**config.mk**
```make
export PLATFORM = sky130hd
export DESIGN_NAME = uart_tx_scheduler
export DESIGN_NICKNAME = d
export VERILOG_FILES = /design/src/rtl/uart_tx_scheduler_pkg.sv /design/src/rtl/uart_tx_scheduler_rr_arbiter.sv /design/src/rtl/uart_tx_scheduler.sv
export SDC_FILE = /design/constraint.sdc
export NUM_CORES = 1
export LEC_CHECK = 0
export CAP_MARGIN = 20
export CORE_AREA = 4 4 102 104
export CTS_BUF_LIST = sky130_fd_sc_hd__clkbuf_8
export DETAILED_ROUTE_END_ITERATION = 10
export DIE_AREA = 0 0 106 108
export HOLD_SLACK_MARGIN = 0.15
export PLACE_DENSITY_LB_ADDON = 0.12
export SLEW_MARGIN = 20
export SYNTH_ARGS = -nofsm -noshare
export SYNTH_HDL_FRONTEND = slang
export SYNTH_SLANG_ARGS = --single-unit
export TNS_END_PERCENT = 20
```
**constraint.sdc**
```tcl
create_clock -name CLK -period 4.3 [get_ports CLK]
set_clock_uncertainty 0.1 [all_clocks]
set_input_delay 0.645 -clock CLK [delete_from_list [all_inputs] [get_ports CLK]]
set_output_delay 0.645 -clock CLK [all_outputs]
set_load 0.1 [all_outputs]
```
**src/rtl/uart_tx_scheduler_pkg.sv**
```systemverilog
// Shared definitions for the UART transmit scheduler.
//   - FSM state codes for the scheduler sequencer
//   - parity codes driven on tx_check (none / odd / even)
//   - baud word width and the default baud value used out of reset
//   - wrap_inc(): round-robin pointer advance modulo the requester count
package uart_tx_scheduler_pkg;

  localparam int BAUD_W = 20;
  localparam logic [BAUD_W-1:0] DEF_BAUD_RATE = 20'd115200;

  localparam logic [1:0] CHK_NONE = 2'd0;
  localparam logic [1:0] CHK_ODD  = 2'd1;
  localparam logic [1:0] CHK_EVEN = 2'd2;

  typedef enum logic [2:0] {
    ST_IDLE = 3'd0,
    ST_LOAD = 3'd1,
    ST_SEND = 3'd2,
    ST_GAP  = 3'd3,
    ST_HOLD = 3'd4
  } state_e;

  // Next requester index after g, wrapping n-1 -> 0.
  function automatic logic [2:0] wrap_inc(input logic [2:0] g, input int n);
    if (int'(g) >= n - 1) return 3'd0;
    else return g + 3'd1;
  endfunction

endpackage

```
**src/rtl/uart_tx_scheduler_rr_arbiter.sv**
```systemverilog
// uart_rr_arbiter: combinational round-robin pick.
// Returns the first asserted request at or after rr_ptr_i, wrapping
// NREQ-1 -> 0, both as a one-hot vector and as an index.
// Ports:
//   req_valid_i  in  NREQ  request lines
//   rr_ptr_i     in  3     highest-priority index (must be < NREQ)
//   grant_oh_o   out NREQ  one-hot winner (all zero when no request)
//   grant_idx_o  out 3     winner index (0 when no request)
//   grant_any_o  out 1     at least one request present
module uart_rr_arbiter
  import uart_tx_scheduler_pkg::*;
#(
  parameter int NREQ = 4
) (
  input  logic [NREQ-1:0] req_valid_i,
  input  logic [2:0]      rr_ptr_i,
  output logic [NREQ-1:0] grant_oh_o,
  output logic [2:0]      grant_idx_o,
  output logic            grant_any_o
);

  // cand[k] is the requester that has priority rank k this cycle.
  logic [2:0] cand [NREQ];

  for (genvar gi = 0; gi < NREQ; gi++) begin : g_cand
    assign cand[gi] = (int'(rr_ptr_i) + gi >= NREQ) ? 3'(int'(rr_ptr_i) + gi - NREQ)
                                                    : 3'(int'(rr_ptr_i) + gi);
  end

  // Walk ranks from lowest priority to highest so the last hit wins.
  always_comb begin
    grant_idx_o = '0;
    grant_any_o = 1'b0;
    for (int k = NREQ - 1; k >= 0; k--) begin
      for (int j = 0; j < NREQ; j++) begin
        if (cand[k] == 3'(j) && req_valid_i[j]) begin
          grant_idx_o = cand[k];
          grant_any_o = 1'b1;
        end
      end
    end
  end

  for (genvar gi = 0; gi < NREQ; gi++) begin : g_oh
    assign grant_oh_o[gi] = grant_any_o && (grant_idx_o == 3'(gi));
  end

endmodule

```
**src/rtl/uart_tx_scheduler.sv**
```systemverilog
// uart_tx_scheduler: shares one UART transmitter between NREQ byte
// requesters. Ownership is granted round-robin and held for a whole packet
// (until the byte flagged last). Baud and parity are latched at grant time
// and stay fixed for the packet.
// Ports:
//   CLK, RST              clock, synchronous active-high reset
//   req_valid/data/last   per-requester byte offer (data at [8i+:8])
//   req_ready             one-cycle accept strobe to the owner
//   cfg_baud, cfg_check   configuration sampled at each packet grant
//   tx_en, tx_dat         byte handed to the transmitter (stable while tx_en)
//   tx_check, tx_baud     transmitter frame check / baud settings
//   tx_done               transmitter per-byte completion pulse
//   busy, grant_id        grant held / current-or-last owner
//   timeout_err           sticky abandon flag
// Build option: TX_TIMEOUT_EN adds a stall counter (TMO_CYC cycles in SEND
// or HOLD abandons the packet and sets timeout_err). Without it the
// scheduler waits indefinitely and timeout_err is constant 0.
module uart_tx_scheduler
  import uart_tx_scheduler_pkg::*;
#(
  parameter int                NREQ      = 4,
  parameter logic [BAUD_W-1:0] DEF_BAUD  = DEF_BAUD_RATE,
  parameter logic [1:0]        DEF_CHECK = CHK_NONE,
  parameter int                TMO_CYC   = 2000000
) (
  input  logic                CLK,
  input  logic                RST,
  input  logic [NREQ-1:0]     req_valid,
  input  logic [8*NREQ-1:0]   req_data,
  input  logic [NREQ-1:0]     req_last,
  output logic [NREQ-1:0]     req_ready,
  input  logic [BAUD_W-1:0]   cfg_baud,
  input  logic [1:0]          cfg_check,
  output logic                tx_en,
  output logic [7:0]          tx_dat,
  output logic [1:0]          tx_check,
  output logic [BAUD_W-1:0]   tx_baud,
  input  logic                tx_done,
  output logic                busy,
  output logic [2:0]          grant_id,
  output logic                timeout_err
);

  state_e            state_q, state_d;
  logic [2:0]        rr_ptr_q, rr_ptr_d;
  logic [2:0]        grant_q, grant_d;
  logic              tx_en_q, tx_en_d;
  logic [7:0]        tx_dat_q, tx_dat_d;
  logic              last_q, last_d;
  logic [BAUD_W-1:0] tx_baud_q, tx_baud_d;
  logic [1:0]        tx_check_q, tx_check_d;

  logic [NREQ-1:0]   arb_oh_unused;
  logic [2:0]        arb_idx;
  logic              arb_any;

  uart_rr_arbiter #(.NREQ(NREQ)) u_arb (
    .req_valid_i (req_valid),
    .rr_ptr_i    (rr_ptr_q),
    .grant_oh_o  (arb_oh_unused),
    .grant_idx_o (arb_idx),
    .grant_any_o (arb_any)
  );

  // Owner's request lines, selected by the locked grant.
  logic       sel_valid;
  logic       sel_last;
  logic [7:0] sel_data;

  always_comb begin
    sel_valid = 1'b0;
    sel_last  = 1'b0;
    sel_data  = '0;
    for (int i = 0; i < NREQ; i++) begin
      if (grant_q == 3'(i)) begin
        sel_valid = req_valid[i];
        sel_last  = req_last[i];
        sel_data  = req_data[8*i +: 8];
      end
    end
  end

`ifdef TX_TIMEOUT_EN
  localparam int TMO_W = $clog2(TMO_CYC + 1);
  logic [TMO_W-1:0] tmo_cnt_q, tmo_cnt_d;
  logic             timeout_err_q, timeout_err_d;
  logic             tmo_hit;
  assign tmo_hit = (state_q == ST_SEND || state_q == ST_HOLD) &&
                   (tmo_cnt_q == TMO_W'(TMO_CYC - 1));
`endif

  always_comb begin
    state_d    = state_q;
    rr_ptr_d   = rr_ptr_q;
    grant_d    = grant_q;
    tx_en_d    = tx_en_q;
    tx_dat_d   = tx_dat_q;
    last_d     = last_q;
    tx_baud_d  = tx_baud_q;
    tx_check_d = tx_check_q;
`ifdef TX_TIMEOUT_EN
    timeout_err_d = timeout_err_q;
    tmo_cnt_d     = '0;
`endif
    case (state_q)
      ST_IDLE: begin
        if (arb_any) begin
          grant_d    = arb_idx;
          tx_baud_d  = cfg_baud;
          tx_check_d = cfg_check;
          state_d    = ST_LOAD;
        end
      end
      ST_LOAD: begin
        // Byte is taken even if the owner dropped valid here.
        tx_dat_d = sel_data;
        last_d   = sel_last;
        tx_en_d  = 1'b1;
        state_d  = ST_SEND;
      end
      ST_SEND: begin
        if (tx_done) begin
          tx_en_d = 1'b0;
          state_d = ST_GAP;
        end
      end
      ST_GAP: begin
        // One idle cycle with tx_en low lets the transmitter re-arm.
        if (last_q) begin
          rr_ptr_d = wrap_inc(grant_q, NREQ);
          state_d  = ST_IDLE;
        end else if (sel_valid) begin
          state_d = ST_LOAD;
        end else begin
          state_d = ST_HOLD;
        end
      end
      ST_HOLD: begin
        if (sel_valid) state_d = ST_LOAD;
      end
      default: state_d = ST_IDLE;
    endcase
`ifdef TX_TIMEOUT_EN
    // Only abandon while still stuck; a same-cycle tx_done wins.
    if (tmo_hit && state_d == state_q) begin
      tx_en_d       = 1'b0;
      timeout_err_d = 1'b1;
      rr_ptr_d      = wrap_inc(grant_q, NREQ);
      state_d       = ST_IDLE;
    end
    if ((state_d == state_q) && (state_q == ST_SEND || state_q == ST_HOLD))
      tmo_cnt_d = tmo_cnt_q + TMO_W'(1);
`endif
  end

  always_ff @(posedge CLK) begin
    if (RST) begin
      state_q    <= ST_IDLE;
      rr_ptr_q   <= '0;
      grant_q    <= '0;
      tx_en_q    <= 1'b0;
      tx_dat_q   <= '0;
      last_q     <= 1'b0;
      tx_baud_q  <= DEF_BAUD;
      tx_check_q <= DEF_CHECK;
`ifdef TX_TIMEOUT_EN
      timeout_err_q <= 1'b0;
      tmo_cnt_q     <= '0;
`endif
    end else begin
      state_q    <= state_d;
      rr_ptr_q   <= rr_ptr_d;
      grant_q    <= grant_d;
      tx_en_q    <= tx_en_d;
      tx_dat_q   <= tx_dat_d;
      last_q     <= last_d;
      tx_baud_q  <= tx_baud_d;
      tx_check_q <= tx_check_d;
`ifdef TX_TIMEOUT_EN
      timeout_err_q <= timeout_err_d;
      tmo_cnt_q     <= tmo_cnt_d;
`endif
    end
  end

  for (genvar gi = 0; gi < NREQ; gi++) begin : g_ready
    assign req_ready[gi] = (state_q == ST_LOAD) && (grant_q == 3'(gi));
  end

  assign tx_en    = tx_en_q;
  assign tx_dat   = tx_dat_q;
  assign tx_baud  = tx_baud_q;
  assign tx_check = tx_check_q;
  assign busy     = (state_q != ST_IDLE);
  assign grant_id = grant_q;

`ifdef TX_TIMEOUT_EN
  assign timeout_err = timeout_err_q;
`else
  // TMO_CYC only matters when the stall counter is built in.
  logic tmo_unused;
  assign tmo_unused  = (TMO_CYC > 0);
  assign timeout_err = 1'b0;
`endif

endmodule

```
==> flow_summary_export.csv, run 1 <==
group,metric,value,unit
sta,final_hold_viol_count,0,
worst_setup_path,path_buf_inv,2,
detailed_routing,drt_wl_total,6910,um
detailed_routing,drtPass1Iterations,6,
sta,drv_slew,0,
sta,max_freq,322,MHz
flow_run,maxCapViolCount,0,
hold_path,hold_depth,2,
clocking,cts_root_buffer,"clkbuf_8",
sta,max_slew_margin,0.320,
power_and_ir_drop,leakagePower,1.37,nW
grt,antenna_found_initial,0,
placed_design,port_buffers,103,
hold_path,hp-class,"reg2reg",
clocking,clkTransAtPathRegs,80,ps
grt,grt_max_degree,42,
synth,synth_warnings,0,
detailed_routing,drt-wirelength-per-cell,14.0,um
synth,synth_edf_count,0,
synth,ys.flop_type,"dfxtp_1",
synth,synth_area,2320,um2
detailed_routing,drt_iter0_markers,100,
clocking,clock_latency,280,ps
sta,setup_violations,0,
finish,nFillCells,996,
finish,diodes,0,
sta,period_share,0.722,
power_and_ir_drop,peakVddDrop,0.000239,V
sta,tns,0,ps
grt,grt.total_usage,0.118,
detailed_routing,drcViolationCount,0,
clocking,cts_setup_buffers,0,
worst_setup_path,crit_path_cell_trace,"inv_1 -> ha_1 -> a222oi_1 -> o21a_2 -> a41oi_4 -> buf_4 -> a211o_1",
worst_setup_path,max_stage_delay,590,ps
placed_design,dp_hpwl,5190,um
grt,gr-total-overflow,0,
synth,synthesis.nets,343,
sta,max_slew.worst_pin.slew,1020,ps
sta,rsz0062_at_grt,"false",
worst_setup_path,arrival,3190,ps
finish,regArea,821,um2
worst_setup_path,cp.depth,7,
synth,netlist_instances,266,
synth,ys_seq_area_frac,0.353,
placed_design,place_area,3440,um2
worst_setup_path,crit_fanout,25,
clocking,cts_resized,0,
worst_setup_path,endpoint_kind,"flip-flop",
grt,grt_pass1_vias,2146,
outcome,status,"finished, final reports clean",
clocking,cts.sinks,41,
floorplanning,rows,36,
detailed_routing,num_vias,2233,
worst_setup_path,path_delay_family,"compound AO/OA/AOI/OAI gates",
power_and_ir_drop,powerDensity,535,nW/um2
sta,hold_slack,396,ps
worst_setup_path,r2r_cells,7,
finish,area_growth,53.6,%
worst_setup_path,worstSetupStartpointType,"flip-flop",
clocking,htree_levels,2,
synth,ys_types,47,
finish,layout.nets,438,
floorplanning,die_area,11400,um2
finish,multi_input_area,1380,um2
synth,avgSynthCellArea,8.74,um2
worst_setup_path,slowest_stage,"dfxtp_1",
floorplanning,initial_utilization,0.243,
floorplanning,die_h,108,um
synth,synth_seq_cells,41,
placed_design,dp_cells,487,
floorplanning,fp.dieW,106,um
clocking,cts_tree,"done",
finish,final_cells,495,
worst_setup_path,cp.required,4390,ps
clocking,holdBufCountCts,0,
clocking,clk_path_buf_depth,2,
grt,grt_first_pass_wirelength,10900,um
placed_design,routabilityCongestion,0.856,
synth,async_reset_ff_frac,0,
detailed_routing,viasPerCell,4.51,
floorplanning,ios,105,
finish,drive_gt1_frac,0.0608,
finish,finalInstanceArea,3570,um2
clocking,cts_made_buffers,5,
worst_setup_path,worstSetupPathType,"reg2reg",
detailed_routing,postRouteAntennaNets,0,
floorplanning,core-area,9550,um2
sta,fin_crit,3100,ps
tightest hold or removal path: stages (launching register included):
cell and delay [ps]:
dfxtp_1 310, nor2_1 90, nor3_1 50
cell families after synthesis:
kind of cell / count (synthesis) / share of synthesized area
AOI/OAI and AO/OA: 65 / 0.228
xor gates and xnor gates: 1 / 0.00377
adders and majority gates: 12 / 0.0646
buffers and inverters: 24 / 0.0533
DFF: 41 / 0.353
muxes: 19 / 0.0818
other: 1 / 0.00161
and+or+nand+nor: 103 / 0.214
synth_stat cells (2+ instances only):
cell type   n  share of area
nor2b_1     7          0.019
and2_1      5          0.013
buf_2       3         0.0065
clkbuf_1    9          0.015
inv_1       5         0.0081
nor4_1      2         0.0054
and2b_1     2         0.0065
mux2i_1    19          0.082
nor3_1     14          0.030
a211oi_1   21          0.068
a211o_1     4          0.015
buf_6       2         0.0097
a22oi_1    11          0.036
dfxtp_1    41           0.35
a21oi_1     7          0.015
a22o_1      4          0.015
ha_1       12          0.065
buf_1       3         0.0048
nand2_1     9          0.015
nand3_1     2         0.0043
nor2_1     49          0.079
o21ai_0     4         0.0086
o31ai_1     2         0.0065
nand2b_1    5          0.013
nand4_1     2         0.0054
power by group:
part	internal [mW]	total, mW	switching (mW)
registers	0.445	0.492	0.0467
logic	0.320	1.05	0.734
clock network	0.231	0.363	0.132
layout make-up:
cell class	count	area share
multi-input combinational	201	0.386
timing repair buffer	107	0.294
sequential	41	0.230
inverter	5	0.00526
clock inverter	3	0.0182
clock buffer	5	0.0193
tap	133	0.0466
registers in the layout, summed over array words and instances, names as in the netlist:
signal and flops:
state_q 3, grant_id 3, tx_dat 8, tx_en 1, tx_baud 20, rr_ptr_q 3
tx_check 2, last_q 1
cells in the final DEF (no fill, tap or decap), drive strengths merged, types with 2 or more instances in the layout:
cell	count
and2b	2
nor2	49
nand4	2
bufinv	2
mux2i	19
a311oi	2
and2	5
a22oi	11
buf	8
o32ai	2
nor3	14
nand2	9
nand3	2
o31ai	2
clkdlybuf4s50	99
o21a	2
inv	5
nor4	2
ha	12
a211o	4
clkbuf	5
nor2b	7
dfxtp	41
o21ai	5
nand2b	5
a21oi	7
a22o	4
a211oi	21
path summary, 6_finish.rpt:
path / end / from / slack (ps)
hold reg to reg: tx_dat[0] / tx_dat[0] / 400
setup reg to reg: tx_baud[15] / rr_ptr_q[1] / 1200
setup / recovery: tx_baud[15] / rr_ptr_q[1] / 1200
hold / removal: tx_dat[0] / tx_dat[0] / 400
through the flow:
| step | setup WS [ps] | total power [mW] | util |
|---|---|---|---|
| 2_1_floorplan | 503 | 1.30 | - |
| 3_3_place_gp | 1030 | 1.56 | 0.360 |
| 3_5_place_dp | 968 | 1.56 | 0.360 |
| 4_1_cts | 1170 | 1.94 | 0.374 |
| 5_1_grt | 952 | 2.02 | 0.374 |
| 6_report | 1200 | 1.91 | 0.374 |
per-layer routing:
layer  wire [um]  global-route usage
met2        3010               0.177
met4         104              0.0398
met5           0                   0
met3         559              0.0436
met1        3240               0.157
(Power assumes the default switching activity.)
==> run 2, diff against run 1 <==
- clock period: 4.3 -> 3 ns (I/O delays scaled with it)
==> flow_summary_export.csv, run 2 (same netlist as run 1, synthesis figures left out) <==
group,metric,value,unit
worst_setup_path,cp.required,3100,ps
detailed_routing,drt_iter0_markers,76,
clocking,htree_levels,2,
clocking,cts.sinks,41,
power_and_ir_drop,pwr-share-clk,0.135,
power_and_ir_drop,peakVddDrop,0.000359,V
grt,grt_first_pass_wirelength,10700,um
worst_setup_path,worstSetupPathType,"reg2reg",
clocking,cts_root_buffer,"clkbuf_8",
power_and_ir_drop,pwr-share-comb,0.590,
clocking,clock_latency,290,ps
worst_setup_path,r2r_cells,7,
clocking,holdBufCountCts,0,
power_and_ir_drop,leakagePower,1.44,nW
floorplanning,die_h,108,um
worst_setup_path,path_delay_family,"compound AO/OA/AOI/OAI gates",
detailed_routing,drt-wirelength-per-cell,13.7,um
worst_setup_path,max_stage_delay,520,ps
power_and_ir_drop,switching_share,0.512,
finish,final_cell_mix,"clkdlybuf4s50_1, nor2_1, buf_4",
sta,max_slew_margin,0.517,
finish,final_cells,500,
floorplanning,fp.dieW,106,um
sta,final_hold_viol_count,0,
sta,rsz0062_at_grt,"false",
worst_setup_path,crit_path_cell_trace,"inv_1 -> ha_1 -> a222oi_1 -> o21ai_1 -> nor4_1 -> o31ai_1 -> a311oi_1",
sta,fin_crit,2590,ps
detailed_routing,postRouteAntennaNets,0,
grt,grt_max_degree,42,
floorplanning,die_area,11400,um2
detailed_routing,drt_wl_total,6860,um
power_and_ir_drop,power_frac_seq,0.275,
finish,layout.nets,443,
finish,area_growth,51.2,%
worst_setup_path,crit_fanout,9,
finish,largest_register_ffs,20,
finish,final_common_cell,"clkdlybuf4s50_1",
placed_design,dp_cells,492,
sta,drv_slew,0,
floorplanning,rows,36,
worst_setup_path,worstSetupStartpointType,"flip-flop",
power_and_ir_drop,power_switching,1.31,mW
placed_design,routabilityCongestion,0.856,
floorplanning,ios,105,
worst_setup_path,slowest_stage,"dfxtp_1",
worst_setup_path,cp.depth,7,
clocking,cts_tree,"done",
detailed_routing,drcViolationCount,0,
clocking,clk_path_buf_depth,2,
finish,drive_gt1_frac,0.169,
grt,gr-total-overflow,0,
sta,period_share,0.862,
sta,tns,0,ps
hold_path,hold_depth,2,
worst_setup_path,endpoint_kind,"flip-flop",
hold_path,hp-class,"reg2reg",
outcome,status,"finished, final reports clean",
sta,max_freq,387,MHz
sta,setup_violations,0,
grt,antenna_found_initial,0,
flow_run,maxCapViolCount,0,
sta,max_slew.worst_pin.slew,725,ps
power_and_ir_drop,powerDensity,730,nW/um2
placed_design,dp_hpwl,5220,um
worst_setup_path,arrival,2690,ps
detailed_routing,num_vias,2260,
grt,grt_pass1_vias,2117,
grt,grt.total_usage,0.115,
placed_design,port_buffers,103,
floorplanning,core-area,9550,um2
clocking,cts_resized,0,
clocking,cts_made_buffers,5,
detailed_routing,viasPerCell,4.52,
detailed_routing,drtPass1Iterations,6,
clocking,cts_setup_buffers,0,
power_and_ir_drop,fin_total_pwr,2.57,mW
finish,diodes,0,
floorplanning,initial_utilization,0.243,
worst_setup_path,path_buf_inv,1,
power_and_ir_drop,intPower,1.25,mW
clocking,clkTransAtPathRegs,80,ps
[run 2: changes by cell type in the layout (fill, tap and decap cells not counted), sizes merged]
cell / before / now
clkinv: 1 / 2
clkdlybuf4s50: 99 / 64
inv: 5 / 6
bufinv: 2 / 0
buf: 8 / 48
[run 2: stage by stage]
step / worst slack (ps) / cell area (um2) / hold WS, ps / utilization
after global routing: 189 / 3510 / 416 / 0.368
after CTS: 413 / 3510 / 398 / 0.368
final: 414 / 3510 / 394 / 0.368
after detailed placement: 394 / 3430 / 382 / 0.359
after floorplan: -111 / 2330 / 369 / -
after global placement: 431 / 3430 / 376 / 0.359
[run 2: worst min-delay path, delay by kind of cell (launching register included)]
family | cells | cell delay (ps)
and+or+nand+nor | 2 | 140
DFF | 1 | 310
[run 2: routing by layer]
metal / global-route usage / share of wire / routed length, um / vias up
li1: - / - / - / 1161
met2: 0.178 / 0.45 / 3100 / 70
met1: 0.155 / 0.46 / 3180 / 1021
met5: 0 / 0 / 0 / -
met3: 0.0340 / 0.072 / 493 / 8
met4: 0.0361 / 0.012 / 81 / 0
[run 2: final timing paths]
path / slack (ps) / endpoint / from
worst min-delay path: 390 / tx_dat[6] / tx_dat[6]
worst max-delay path: 410 / grant_id[1] / rr_ptr_q[0]
worst max register to register: 410 / grant_id[1] / rr_ptr_q[0]
worst min register to register: 390 / tx_dat[6] / tx_dat[6]
[run 2: power groups by stage]
stage          registers (mW)  clock network [mW]  logic [mW]
2_1_floorplan            1.29                   0       0.579
3_3_place_gp            0.719                   0        1.53
3_5_place_dp            0.718                   0        1.53
4_1_cts                 0.707               0.375        1.53
5_1_grt                 0.720               0.396        1.60
6_report                0.706               0.348        1.51
[run 2: layout make-up]
cell class,instances,area [um2]
fill,1033,6030
sequential,41,821
tap,133,166
multi-input combinational,201,1390
clock inverter,3,13.8
timing repair buffer,112,1040
inverter,5,18.8
clock buffer,5,68.8
